[config.mk]
export PLATFORM = sky130hd
export DESIGN_NAME = rv32i_fetch_queue
export DESIGN_NICKNAME = d
export VERILOG_FILES = /design/src/rtl/rv32i_fetch_queue.sv
export SDC_FILE = /design/constraint.sdc
export NUM_CORES = 1
export LEC_CHECK = 0
export ABC_AREA = 1
export BUFFER_PORTS_ARGS = -buffer_cell sky130_fd_sc_hd__buf_2
export CORE_MARGIN = 8
export CORE_UTILIZATION = 25
export CTS_CLUSTER_DIAMETER = 60
export DETAILED_ROUTE_END_ITERATION = 8
export HOLD_SLACK_MARGIN = 0.03
export PLACE_DENSITY = 0.4
export SLEW_MARGIN = 15
export SYNTH_ARGS = -nofsm -noshare
export SYNTH_HDL_FRONTEND = slang
export SYNTH_SLANG_ARGS = --single-unit
[constraint.sdc]
create_clock -name clk -period 4.9 [get_ports clk]
set_input_delay 0.245 -clock clk [delete_from_list [all_inputs] [get_ports clk]]
set_output_delay 0.245 -clock clk [all_outputs]
set_load 0.05 [all_outputs]
[src/rtl/rv32i_fetch_queue.sv]
// rv32i_fetch_queue: sequential instruction prefetcher feeding decode through a DEPTH-entry queue.
// States: IDLE = nothing pending | WAIT = one pending, keep response | DROP = one pending, discard response.
module rv32i_fetch_queue #(
    parameter int XLEN  = 32,
    parameter int DEPTH = 4
) (
    input  logic                   clk,
    input  logic                   rst,
    input  logic [XLEN-1:0]        externalResetVector,
    output logic [XLEN-1:0]        mem_i_addr,
    output logic                   mem_i_rstrb,
    input  logic [31:0]            mem_i_rdata,
    input  logic                   mem_i_rbusy,
    input  logic                   redirect_valid,
    input  logic [XLEN-1:0]        redirect_pc,
    output logic                   out_valid,
    input  logic                   out_ready,
    output logic [31:0]            out_insn,
    output logic [XLEN-1:0]        out_pc,
    output logic [$clog2(DEPTH):0] level,
    output logic                   misalign_err
);
    localparam int AW = $clog2(DEPTH);
    localparam int LW = AW + 1;
    localparam logic [LW-1:0] FULL_LVL      = LW'(DEPTH);
    localparam logic [LW-1:0] NEAR_FULL_LVL = LW'(DEPTH - 1);

    typedef enum logic [1:0] {
        IDLE = 2'd0,
        WAIT = 2'd1,
        DROP = 2'd2
    } state_t;

    state_t          state_q;
    logic [XLEN-1:0] fetch_pc_q, fetch_pc_d;
    logic [XLEN-1:0] req_pc_q;
    logic [31:0]     insn_mem_q [DEPTH];
    logic [XLEN-1:0] pc_mem_q   [DEPTH];
    logic [AW-1:0]   rd_ptr_q, rd_ptr_d;
    logic [AW-1:0]   wr_ptr_q, wr_ptr_d;
    logic [LW-1:0]   level_q, level_d;
    logic            misalign_q;

    logic resp_any, resp_keep, room, issue, push, pop;

    assign resp_any  = ((state_q == WAIT) || (state_q == DROP)) && !mem_i_rbusy;
    assign resp_keep = (state_q == WAIT) && !mem_i_rbusy;
    // A response landing this cycle claims a slot before the next request may; pops are not credited.
    assign room  = resp_keep ? (level_q < NEAR_FULL_LVL) : (level_q < FULL_LVL);
    assign issue = rst && !redirect_valid && room && ((state_q == IDLE) || resp_any);
    assign push  = resp_keep && !redirect_valid;
    assign pop   = (level_q != '0) && out_ready && !redirect_valid;

    always_comb begin
        fetch_pc_d = fetch_pc_q;
        rd_ptr_d   = rd_ptr_q;
        wr_ptr_d   = wr_ptr_q;
        level_d    = level_q;
        if (redirect_valid) begin
            fetch_pc_d = {redirect_pc[XLEN-1:2], 2'b00};
            rd_ptr_d   = '0;
            wr_ptr_d   = '0;
            level_d    = '0;
        end else begin
            if (issue) fetch_pc_d = fetch_pc_q + XLEN'(4);
            if (push)  wr_ptr_d   = wr_ptr_q + AW'(1);
            if (pop)   rd_ptr_d   = rd_ptr_q + AW'(1);
            if (push && !pop)      level_d = level_q + LW'(1);
            else if (pop && !push) level_d = level_q - LW'(1);
        end
    end

    always_ff @(posedge clk) begin
        if (!rst) begin
            state_q    <= IDLE;
            fetch_pc_q <= externalResetVector;
            req_pc_q   <= externalResetVector;
            rd_ptr_q   <= '0;
            wr_ptr_q   <= '0;
            level_q    <= '0;
            misalign_q <= 1'b0;
        end else begin
            fetch_pc_q <= fetch_pc_d;
            rd_ptr_q   <= rd_ptr_d;
            wr_ptr_q   <= wr_ptr_d;
            level_q    <= level_d;
            misalign_q <= redirect_valid && (redirect_pc[1:0] != 2'b00);
            if (issue) req_pc_q <= fetch_pc_q;
            case (state_q)
                IDLE: begin
                    if (issue) state_q <= WAIT;
                end
                WAIT, DROP: begin
                    if (redirect_valid)    state_q <= mem_i_rbusy ? DROP : IDLE;
                    else if (!mem_i_rbusy) state_q <= issue ? WAIT : IDLE;
                end
                default: state_q <= IDLE;
            endcase
        end
    end

    always_ff @(posedge clk) begin
        if (rst && push) begin
            insn_mem_q[wr_ptr_q] <= mem_i_rdata;
            pc_mem_q[wr_ptr_q]   <= req_pc_q;
        end
    end

    assign mem_i_addr   = fetch_pc_q;
    assign mem_i_rstrb  = issue;
    assign out_valid    = (level_q != '0);
    assign out_insn     = insn_mem_q[rd_ptr_q];
    assign out_pc       = pc_mem_q[rd_ptr_q];
    assign level        = level_q;
    assign misalign_err = misalign_q;
endmodule

==> results of run 1 <==
worst paths after layout:
kind | cells past startpoint | endpoint | start | slack, ns
hold reg to reg | 0 | pc_mem_q[3][15] | req_pc_q[15] | 0.50
hold / removal | 3 | req_pc_q[6] | externalResetVector[6] | 0.06
setup / recovery | 5 | out_pc[16] | flip-flop | 1.70
setup reg to reg | 7 | mem_i_addr[14] | mem_i_addr[2] | 2.33
critical path, cell delays in order (launching register included):
cell     delay (ns)
dfxtp_4        0.53
inv_4          0.52
buf_4          0.51
o21ai_0        0.15
o22ai_1        0.33
buf_2          0.34
report_power, final:
part	switching, W	total [W]	leakage (nW)	internal [W]
clock	0.00115	0.00277	0.592	0.00162
sequential	0.0000936	0.00332	3.07	0.00322
combinational	0.000365	0.000521	2.88	0.000156
total	0.00160	0.00660	6.53	0.00500
synthesized netlist by cell type:
cell type    n
edfxtp_1   320
nand2_1    254
nor2_1     187
o21ai_0    159
inv_1       65
o22ai_1     64
clkbuf_1    29
nand3_1     26
buf_2       22
dfxtp_1     12
a21oi_1      9
ha_1         9
xor2_1       8
o211ai_1     7
nor2_2       6
nand2_2      4
buf_4        3
inv_2        3
nor2_4       3
nor3_1       2
buf_6        1
clkbuf_2     1
fa_1         1
nor3b_1      1
o21a_1       1
xnor2_1      1
state kept, by name (all words and copies together), names as in the netlist, named ones only:
signal,flops
mem_i_addr,32
state_q,2
rd_ptr_q,2
wr_ptr_q,2
insn_mem_q,128
req_pc_q,32
pc_mem_q,128
misalign_err,1
level,3
cells in the final DEF, fill, tap and decap left out, drive strengths merged:
cell type / n
o21ai: 159
xor2: 8
nor3: 2
nand3: 26
a21oi: 9
nor2: 196
dlygate4sd3: 65
buf: 217
nand2: 258
ha: 9
dfxtp: 12
bufinv: 1
fa: 1
clkbuf: 50
inv: 71
xnor2: 1
o21a: 1
o211ai: 7
clkinvlp: 1
o22ai: 64
nor3b: 1
clkinv: 16
edfxtp: 320
logic make-up after synthesis:
kind of cell	share of synthesized area, %
flip-flops	71.5
AO/OA/AOI/OAI	9.45
buffers and inverters	3.72
AND/OR/NAND/NOR	13.8
XOR/XNOR	0.572
adder cells (fa/ha/maj)	0.963
per-layer routing:
metal,share of wire [%],routed length (um),global-route usage (%)
met3,6.1,2460,3.67
met4,1.8,712,2.89
met5,0,0,0
met2,47,18900,20.8
met1,45,18300,16.2
area by class of cell:
cell class	count	area, um2
fill	5590	37300
tap	704	881
sequential	332	9850
multi-input combinational	742	3440
inverter	68	258
timing repair buffer	282	1820
clock buffer	50	1080
clock inverter	21	139
repair_timing:
action / CTS / global route
hold buffers: 65 / 0
gates resized for setup: 0 / 0
hold endpoints to repair: 155 / 0
stage by stage:
stage,std cells,area [um2],worst slack (ns)
detailed placement,2063,15600,1.89
CTS,2199,17500,1.53
floorplan,1198,13800,0.824
global placement,2063,15600,1.95
global route,2199,17500,1.39
finish,2199,17500,1.70
==> impl_summary.log, run 1 <==
[metrics] residual overflow from global routing: 0
[metrics] maximum root-to-sink buffer count: 3
[metrics] global-route usage over all layers: 12.6%
[metrics] sequential element share of the synthesized area: a little under three quarters
[metrics] final critical-path share of the clock period: 65.3%
[metrics] total CTS buffers: 40
[metrics] top area cells in the synthesized netlist: edfxtp_1, nand2_1, o21ai_0
[metrics] Slew Limit Headroom: 38.9%
[metrics] Starting DRT DRC Count: approximately 650
[metrics] clock latency on the worst-skew pair: 0.54 ns
[metrics] die boundary width: about 250 um
[metrics] worst path arrival time: 2.96 ns
[metrics] post-synthesis sequential element count: approximately 330
[metrics] number of search-and-repair iterations in the first detailed-routing pass: 5
[metrics] Least-Margin Pin Slew: 0.916 ns
[metrics] maximum fanout along the worst path: 62
[metrics] input/output buffers: 202
[metrics] critical path capture point type: primary output
[metrics] synth-to-layout area growth: 26.9%
[metrics] antenna violation net count after detailed routing: 0
[metrics] Post-Syn Instances: 1198
[metrics] number of setup buffers added after CTS: 0
[metrics] final weighted congestion in routability-driven placement: 0.894
[metrics] post-detailed-route DRC marker count: 0
[metrics] average wire per standard cell: 18.4 um
[metrics] clock slew seen by the registers of the worst setup and hold paths: 0.05 ns
[metrics] unrepaired setup endpoints after global routing: false
[metrics] worst hold-check slack: between 0.05 and 0.06 ns
[metrics] required time reported for the critical path endpoint: 4.66 ns
[metrics] final count of negative-setup-slack endpoints: 0
[metrics] classification of the worst-slack hold path: in2reg
[metrics] P_leak: 6.53 nW
[metrics] clock tree from TritonCTS: built
[metrics] maximum number of pins on one net before global-route repair: 69
[metrics] syn avg cell area: 11.5 um2
[metrics] result of the run: finished clean
[metrics] CTS sink count: between 300 and 400
[metrics] post-synthesis cell type with the largest combined area: edfxtp_1
[metrics] setup_tns: 0 ns
[metrics] Hold Vio Cnt, Final: 0
[metrics] combined area of all synthesized cells: approximately 0.014 mm2
[metrics] Starting Density: 25.1%
[metrics] # IOs: 203
[metrics] power density over the cells: 378 mW/mm2
[metrics] Max Cap Violations: 0
[metrics] Synth top area share: 69.8%
[metrics] number of vias in the routed layout: 9606
[metrics] Synth Warn #: 0
[metrics] layout cells sized above 1: 19.4%
[metrics] Site Rows: 86
[metrics] Period minus WS final: 3.20 ns
[metrics] library cell used as clock root buffer: clkbuf_16
[metrics] CTS H-tree depth: 2
[metrics] Worst Skew: 0.0132 ns
[metrics] critical path type: reg2out
[metrics] total power: about 0.0066 W
[metrics] final core utilization: about a third
[metrics] first-pass GRT wire length: just over 60000 um
[metrics] highest clock rate: about 310 MHz
[metrics] Antenna Diode Count: 0
[metrics] count of nets after finishing: 1577
[metrics] initial antenna violation count: 0
[metrics] final count of pins violating max slew: 0
[metrics] Net Count, Synth: 1309
[metrics] highest ir drop seen on vdd: ~0.21 mV
[metrics] die area: 0.0629 mm2
[metrics] Via density: 4.37
[metrics] Setup crit start kind: flip-flop
[metrics] number of global-route vias before repair: between 9000 and 10000
[metrics] placeable core region: 0.0548 mm2
[metrics] wirelength, routed: 40400 um
[metrics] number of distinct library cells after synthesis: 26
[metrics] Die H: between 200 and 300 um
[metrics] half-perimeter wire length after detailed placement: 26700 um
(Power assumes the default switching activity.)
==> inputs of run 2 (changes only) <==
PLACE_DENSITY = 0.42   (was 0.4)
clock period = 2.63 ns   (was 4.9 ns; I/O delays follow)
==> run 2 against run 1 <==
Compared with the run above:
- count of clock-buffer cells in the layout is 3 higher
- non-clock buffer count increased by 67
- final area is 6.1% higher
- via count grew 3.3%
- core utilization rose by 1.9 points
- power grew 95%
- combinational power rose by 110%
- first-iteration DRC count fell by 22%
- flip-flop and latch count unchanged
- worst hold slack gained 0.020 ns
- sequential share of layout area fell by 3.2 points
- critical path type unchanged
==> impl_summary.log, run 2 (synthesized netlist as in run 1, its figures left out) <==
[metrics] result of the run: finished clean
[metrics] Site Rows: 86 (unchanged)
[metrics] commonest non-fill, non-tap cell in the layout: edfxtp_1
[metrics] number of global-route vias before repair: 10518 (+6.3%)
[metrics] library cell used as clock root buffer: clkbuf_16
[metrics] half-perimeter wire length after detailed placement: 27400 um (+2.6%)
[metrics] Via density: 4.37 (about the same)
[metrics] required time reported for the critical path endpoint: 2.50 ns (-2.16 ns)
[metrics] Die H: 251 um (unchanged)
[metrics] number of resized instances in the post-cts repair step: 0 (unchanged)
[metrics] GR met3 Demand/Resource: 3.42% (-0.25 points)
[metrics] clock latency on the worst-skew pair: 0.54 ns (about the same)
[metrics] die boundary width: 251 um (unchanged)
[metrics] highest ir drop seen on vdd: 0.492 mV (+140%)
[metrics] most frequent cells in the layout: edfxtp_1, nand2_1, buf_2
[metrics] Antenna Diode Count: 0 (unchanged)
[metrics] worst path arrival time: 2.29 ns (-0.67 ns)
[metrics] residual overflow from global routing: 0 (unchanged)
[metrics] critical path type: reg2out
[metrics] Worst Skew: 0.0107 ns (-0.00249 ns)
[metrics] WP buf/inv: 3 (unchanged)
[metrics] largest stage delay on the critical path: 0.36 ns (-0.17 ns)
[metrics] clock tree from TritonCTS: built
[metrics] antenna violation net count after detailed routing: 0 (unchanged)
[metrics] setup_tns: 0 ns (unchanged)
[metrics] number of fillers in the final layout: 5442 (-2.6%)
[metrics] maximum root-to-sink buffer count: 3 (unchanged)
[metrics] Period minus WS final: 2.42 ns
[metrics] final critical-path share of the clock period: around 90%
[metrics] layout cells sized above 1: 19.9% (+0.50 points)
[metrics] synth-to-layout area growth: 34.6%
[metrics] count of nets after finishing: 1646 (+4.4%)
[metrics] input/output buffers: 202 (unchanged)
[metrics] Top Registers: insn_mem_q (128), pc_mem_q (128)
[metrics] final weighted congestion in routability-driven placement: 0.869 (-2.9%)
[metrics] # IOs: 203 (unchanged)
[metrics] unrepaired setup endpoints after global routing: false
[metrics] post-detailed-route DRC marker count: 0 (unchanged)
[metrics] final count of negative-setup-slack endpoints: 0 (unchanged)
[metrics] Hold Vio Cnt, Final: 0 (unchanged)
[metrics] clock slew seen by the registers of the worst setup and hold paths: 0.05 ns (about the same)
[metrics] GR met2 Demand/Resource: 22.0% (+1.3 points)
[metrics] Least-Margin Pin Slew: 0.713 ns (-0.204 ns)
[metrics] CTS sink count: 332 (unchanged)
[metrics] first-pass GRT wire length: 63600 um (+4.4%)
[metrics] maximum fanout along the worst path: 64 (+3.2%)
[metrics] critical path capture point type: primary output
[metrics] number of search-and-repair iterations in the first detailed-routing pass: 5 (unchanged)
[metrics] maximum number of pins on one net before global-route repair: 69 (unchanged)
[metrics] number of vias in the routed layout: 9919 (+3.3%)
[metrics] total CTS buffers: 42 (+5.0%)
[metrics] Starting Density: 25.1% (unchanged)
[metrics] power density over the cells: 694 mW/mm2 (+84%)
[metrics] Max Cap Violations: 0 (unchanged)
[metrics] CTS H-tree depth: 2 (unchanged)
[metrics] global-route usage over all layers: 13.0% (+0.43 points)
[metrics] average wire per standard cell: 18.2 um (-0.84%)
[metrics] classification of the worst-slack hold path: in2reg
[metrics] final setup margin: 0.207 ns (-1.49 ns)
[metrics] Starting DRT DRC Count: 508 (-22%)
[metrics] placeable core region: 0.0548 mm2 (unchanged)
[metrics] die area: 0.0629 mm2 (unchanged)
[metrics] initial antenna violation count: 0 (unchanged)
[metrics] gate family responsible for the most delay along the worst path: buffers and inverters
[metrics] Setup crit start kind: flip-flop
[metrics] Worst path slowest cell: dfxtp_4
[metrics] ordered cell list for the critical path: inv_4 -> buf_12 -> o21ai_0 -> o22ai_1 -> buf_2
[metrics] wirelength, routed: 41400 um (+2.5%)
[metrics] Slew Limit Headroom: 52.5% (+14 points)
[metrics] busiest grt layer: met2
[metrics] P_leak: 7.01 nW (+7.3%)
[metrics] highest clock rate: 413 MHz
[metrics] met1 layer usage reported by global route: 16.0% (-0.17 points)
[metrics] pre-CTS WS: 0.562 ns (-1.33 ns)
[metrics] final count of pins violating max slew: 0 (unchanged)
run 2: changes by cell type in the layout (fill, tap and decap cells not counted), sizes merged:
cell	change
inv	-2
clkbuf	+3
bufinv	+2
clkinvlp	+1
clkinv	+2
buf	+10
dlygate4sd3	+57
run 2: report_power, final:
group          leakage [nW]  switching (W)  internal, W
Combinational          3.28       0.000712     0.000380
Sequential             3.07       0.000174      0.00600
Clock                 0.663        0.00219      0.00341
run 2: stage by stage:
| stage | cell area [um2] | power, W | hold WS (ns) | std cells | util (%) |
|---|---|---|---|---|---|
| 6_report | 18500 | 0.0129 | 0.0751 | 2272 | 33.9 |
| 5_1_grt | 18500 | 0.0134 | 0.0729 | 2272 | 33.9 |
| 4_1_cts | 18500 | 0.0131 | 0.0337 | 2272 | 33.9 |
| 3_5_place_dp | 16000 | 0.00724 | 0.345 | 2073 | 29.1 |
| 3_3_place_gp | 16000 | 0.00723 | 0.339 | 2073 | 29.1 |
| 2_1_floorplan | 13800 | 0.00680 | 0.230 | 1198 | - |
run 2: routing by layer:
| layer | part of all wire, % | vias to the layer above |
|---|---|---|
| li1 | - | 4883 |
| met5 | 0 | - |
| met4 | 2.6 | 0 |
| met1 | 44 | 4722 |
| met2 | 48 | 252 |
| met3 | 6.0 | 62 |
run 2: worst reg2reg max path: stages (launching register included):
cell and delay (ns):
edfxtp_1 0.46, ha_1 0.32, nand3_1 0.21, nor2_1 0.26
nand2_1 0.08, nand3_1 0.09, nand3_1 0.06, dlygate4sd3_1 0.55
run 2: path summary, 6_finish.rpt:
kind	depth (start not counted)	to	slack, ns	from
worst max-delay path	5	out_insn[14]	0.21	flip-flop
worst min-delay path	3	req_pc_q[20]	0.08	externalResetVector[20]
worst max register to register	7	mem_i_addr[14]	0.35	mem_i_addr[2]
worst min register to register	0	pc_mem_q[2][15]	0.50	req_pc_q[15]
run 2: final cells by class:
type / count / area [um2] / area share [%]
Timing Repair Buffer: 349 / 2750 / 14.8
Clock buffer: 53 / 1160 / 6.23
Inverter: 68 / 258 / 1.39
Tap cell: 704 / 881 / 4.75
Multi-Input combinational cell: 742 / 3450 / 18.6
Sequential cell: 332 / 9850 / 53.1
Clock inverter: 24 / 205 / 1.11
run 2: timing repair:
action	in CTS	in global routing
hold buffers	122	0
setup buffers	0	0
hold endpoints to repair	194	0
==> inputs of run 3 (changes only) <==
GPL_TIMING_DRIVEN = 0   (was not set)
==> run 3 against run 2 <==
Compared with the run above:
- flip-flop and latch count unchanged
- wire length up 3.9%
- highest routed layer unchanged
- register-to-register slack worse by 0.23 ns
==> impl_summary.log, run 3 (synthesized netlist as in run 1, its figures left out) <==
[metrics] maximum fanout along the worst path: 7 (-89%)
[metrics] wirelength, routed: 43000 um (+3.9%)
[metrics] ordered cell list for the critical path: ha_1 -> nand3_1 -> nor2_2 -> nand2_1 -> nand3_1 -> nand3_1 -> dlygate4sd3_1
[metrics] synth-to-layout area growth: 35.2%
[metrics] most frequent cells in the layout: edfxtp_1, nand2_1, buf_2
[metrics] input/output buffers: 201 (-0.50%)
[metrics] proportion of power drawn by the clock network: 42.6% (-0.9 points)
[metrics] CTS sink count: 332 (unchanged)
[metrics] Placed Instances: 2116 (+2.1%)
[metrics] sw power: 0.00314 W (+2.1%)
[metrics] half-perimeter wire length after detailed placement: 30300 um (+10%)
[metrics] global-route usage over all layers: 13.4% (+0.41 points)
[metrics] classification of the worst-slack hold path: in2reg
[metrics] largest stage delay on the critical path: 0.55 ns (+0.19 ns)
[metrics] required time reported for the critical path endpoint: 2.93 ns (+0.43 ns)
[metrics] number of non-filler instances in the completed layout: 2313 (+1.8%)
[metrics] die boundary width: 251 um (unchanged)
[metrics] commonest non-fill, non-tap cell in the layout: edfxtp_1
[metrics] Starting DRT DRC Count: 497 (-2.2%)
[metrics] clock tree from TritonCTS: built
[metrics] number of search-and-repair iterations in the first detailed-routing pass: 5 (unchanged)
[metrics] Hold Vio Cnt, Final: 0 (unchanged)
[metrics] CTS H-tree depth: 2 (unchanged)
[metrics] relative contribution of sequential cells to total power: 48.9% (+0.9 points)
[metrics] unrepaired setup endpoints after global routing: false
[metrics] clock slew seen by the registers of the worst setup and hold paths: 0.06 ns (about the same)
[metrics] number of fillers in the final layout: 5513 (+1.3%)
[metrics] total power: 0.0126 W (-2.0%)
[metrics] Setup crit start kind: flip-flop
[metrics] Top Registers: insn_mem_q (128), pc_mem_q (128)
[metrics] Antenna Diode Count: 0 (unchanged)
[metrics] residual overflow from global routing: 0 (unchanged)
[metrics] final count of pins violating max slew: 0 (unchanged)
[metrics] antenna violation net count after detailed routing: 0 (unchanged)
[metrics] highest clock rate: 399 MHz (-3.4%)
[metrics] Least-Margin Pin Slew: 0.820 ns (+0.108 ns)
[metrics] Max Cap Violations: 0 (unchanged)
[metrics] average wire per standard cell: 18.6 um (+2.0%)
[metrics] Starting Density: 25.1% (unchanged)
[metrics] final critical-path share of the clock period: 95.3% (+3.2 points)
[metrics] cell-internal power: 0.00947 W (-3.3%)
[metrics] final weighted congestion in routability-driven placement: 0.873 (+0.51%)
[metrics] pre-CTS WS: -0.0737 ns (-0.636 ns)
[metrics] maximum number of pins on one net before global-route repair: 33 (-52%)
[metrics] # IOs: 203 (unchanged)
[metrics] Die H: 251 um (unchanged)
[metrics] count of nets after finishing: 1687 (+2.5%)
[metrics] library cell used as clock root buffer: clkbuf_16
[metrics] cell occurring most often along the worst timing path: nand3_1
[metrics] maximum root-to-sink buffer count: 3 (unchanged)
[metrics] number of setup buffers added after CTS: 0 (unchanged)
[metrics] first-pass GRT wire length: 64900 um (+2.0%)
[metrics] Site Rows: 86 (unchanged)
[metrics] worst path arrival time: 2.81 ns (+0.52 ns)
[metrics] final setup margin: 0.123 ns (-0.0840 ns)
[metrics] critical path type: reg2reg
[metrics] highest ir drop seen on vdd: 0.367 mV (-25%)
[metrics] clock latency on the worst-skew pair: 0.55 ns (about the same)
[metrics] initial antenna violation count: 0 (unchanged)
[metrics] power density over the cells: 677 mW/mm2 (-2.4%)
[metrics] placeable core region: 0.0548 mm2 (unchanged)
[metrics] switching portion of total power: 24.9% (+1.0 points)
[metrics] Via density: 4.36 (-0.11%)
[metrics] number of vias in the routed layout: 10087 (+1.7%)
[metrics] Period minus WS final: 2.51 ns (+0.0840 ns)
[metrics] die area: 0.0629 mm2 (unchanged)
[metrics] number of global-route vias before repair: 10767 (+2.4%)
[metrics] worst hold-check slack: 0.109 ns (+0.0342 ns)
[metrics] P_leak: 7.08 nW (+0.91%)
[metrics] Worst path slowest cell: dlygate4sd3_1
[metrics] total CTS buffers: 43 (+2.4%)
[metrics] critical path capture point type: flip-flop
[metrics] post-detailed-route DRC marker count: 0 (unchanged)
[metrics] Worst Skew: 0.0178 ns (+0.00707 ns)
[metrics] Slew Limit Headroom: 45.1% (-7.4 points)
[metrics] layout cells sized above 1: 21.4% (+1.5 points)
[metrics] final count of negative-setup-slack endpoints: 0 (unchanged)
[metrics] result of the run: finished clean
[metrics] Gate power share: 8.5% (about the same)
==> run 3: cell count changes in the layout (fill, tap and decap cells not counted), moves of 4 or more <==
cell	delta
buf_12	-20
buf_16	+9
buf_2	+12
buf_4	+4
clkbuf_1	+12
clkbuf_2	+19
clkbuf_4	+6
clkinv_2	-5
inv_6	+4
o22ai_1	-5
o22ai_2	+5
==> run 3: final timing paths <==
path                       start              end  slack, ns  depth (start not counted)
setup / recovery   mem_i_addr[2]   mem_i_addr[14]       0.12                          7
hold / removal    redirect_valid      rd_ptr_q[0]       0.11                          4
setup reg to reg   mem_i_addr[2]   mem_i_addr[14]       0.12                          7
hold reg to reg     req_pc_q[14]  pc_mem_q[3][14]       0.49                          0
==> run 3: final cells by class <==
class	count	area, um2	area share [%]
Inverter	68	255	1.37
Clock buffer	53	1130	6.09
Clock inverter	25	164	0.880
Multi-Input combinational cell	742	3480	18.7
Sequential cell	332	9850	52.9
Timing Repair Buffer	333	2560	13.7
Tap cell	704	881	4.73
Buffer	56	297	1.59
==> run 3: power by group through the flow <==
stage / Combinational, W / Clock [W] / Sequential, W
floorplan: 0.000386 / 0 / 0.00642
global placement: 0.000908 / 0 / 0.00628
detailed placement: 0.000921 / 0 / 0.00628
CTS: 0.00108 / 0.00555 / 0.00617
global route: 0.00117 / 0.00572 / 0.00619
finish: 0.00107 / 0.00537 / 0.00617
==> run 3: routing by layer <==
| metal | track usage, % | up-vias | routed length [um] |
|---|---|---|---|
| li1 | - | 4957 | - |
| met1 | 16.2 | 4833 | 18200 |
| met2 | 23.5 | 237 | 21500 |
| met3 | 3.33 | 60 | 2350 |
| met4 | 3.92 | 0 | 975 |
| met5 | 0 | - | 0 |
==> run 3: through the flow <==
stage / util, % / cell area (um2) / setup TNS (ns)
2_1_floorplan: - / 13800 / -78.34
3_3_place_gp: 28.6 / 15700 / -591.45
3_5_place_dp: 29.3 / 16000 / -1.63
4_1_cts: 34.0 / 18600 / 0
5_1_grt: 34.0 / 18600 / 0
6_report: 34.0 / 18600 / 0
==> run 3: critical path: cells and delay by family (launching register included) <==
| kind | cells | cell delay (ns) |
|---|---|---|
| buf+inv | 1 | 0.55 |
| simple gates | 5 | 0.78 |
| fa+ha+maj | 1 | 0.39 |
| flops | 1 | 0.54 |
==> run 3: timing repair <==
| item | in CTS | in global routing |
|---|---|---|
| endpoints found under the setup margin | 64 | 19 |
| gates resized for setup | 34 | 12 |
| hold buffers | 119 | 0 |
| hold endpoints to repair | 197 | 0 |
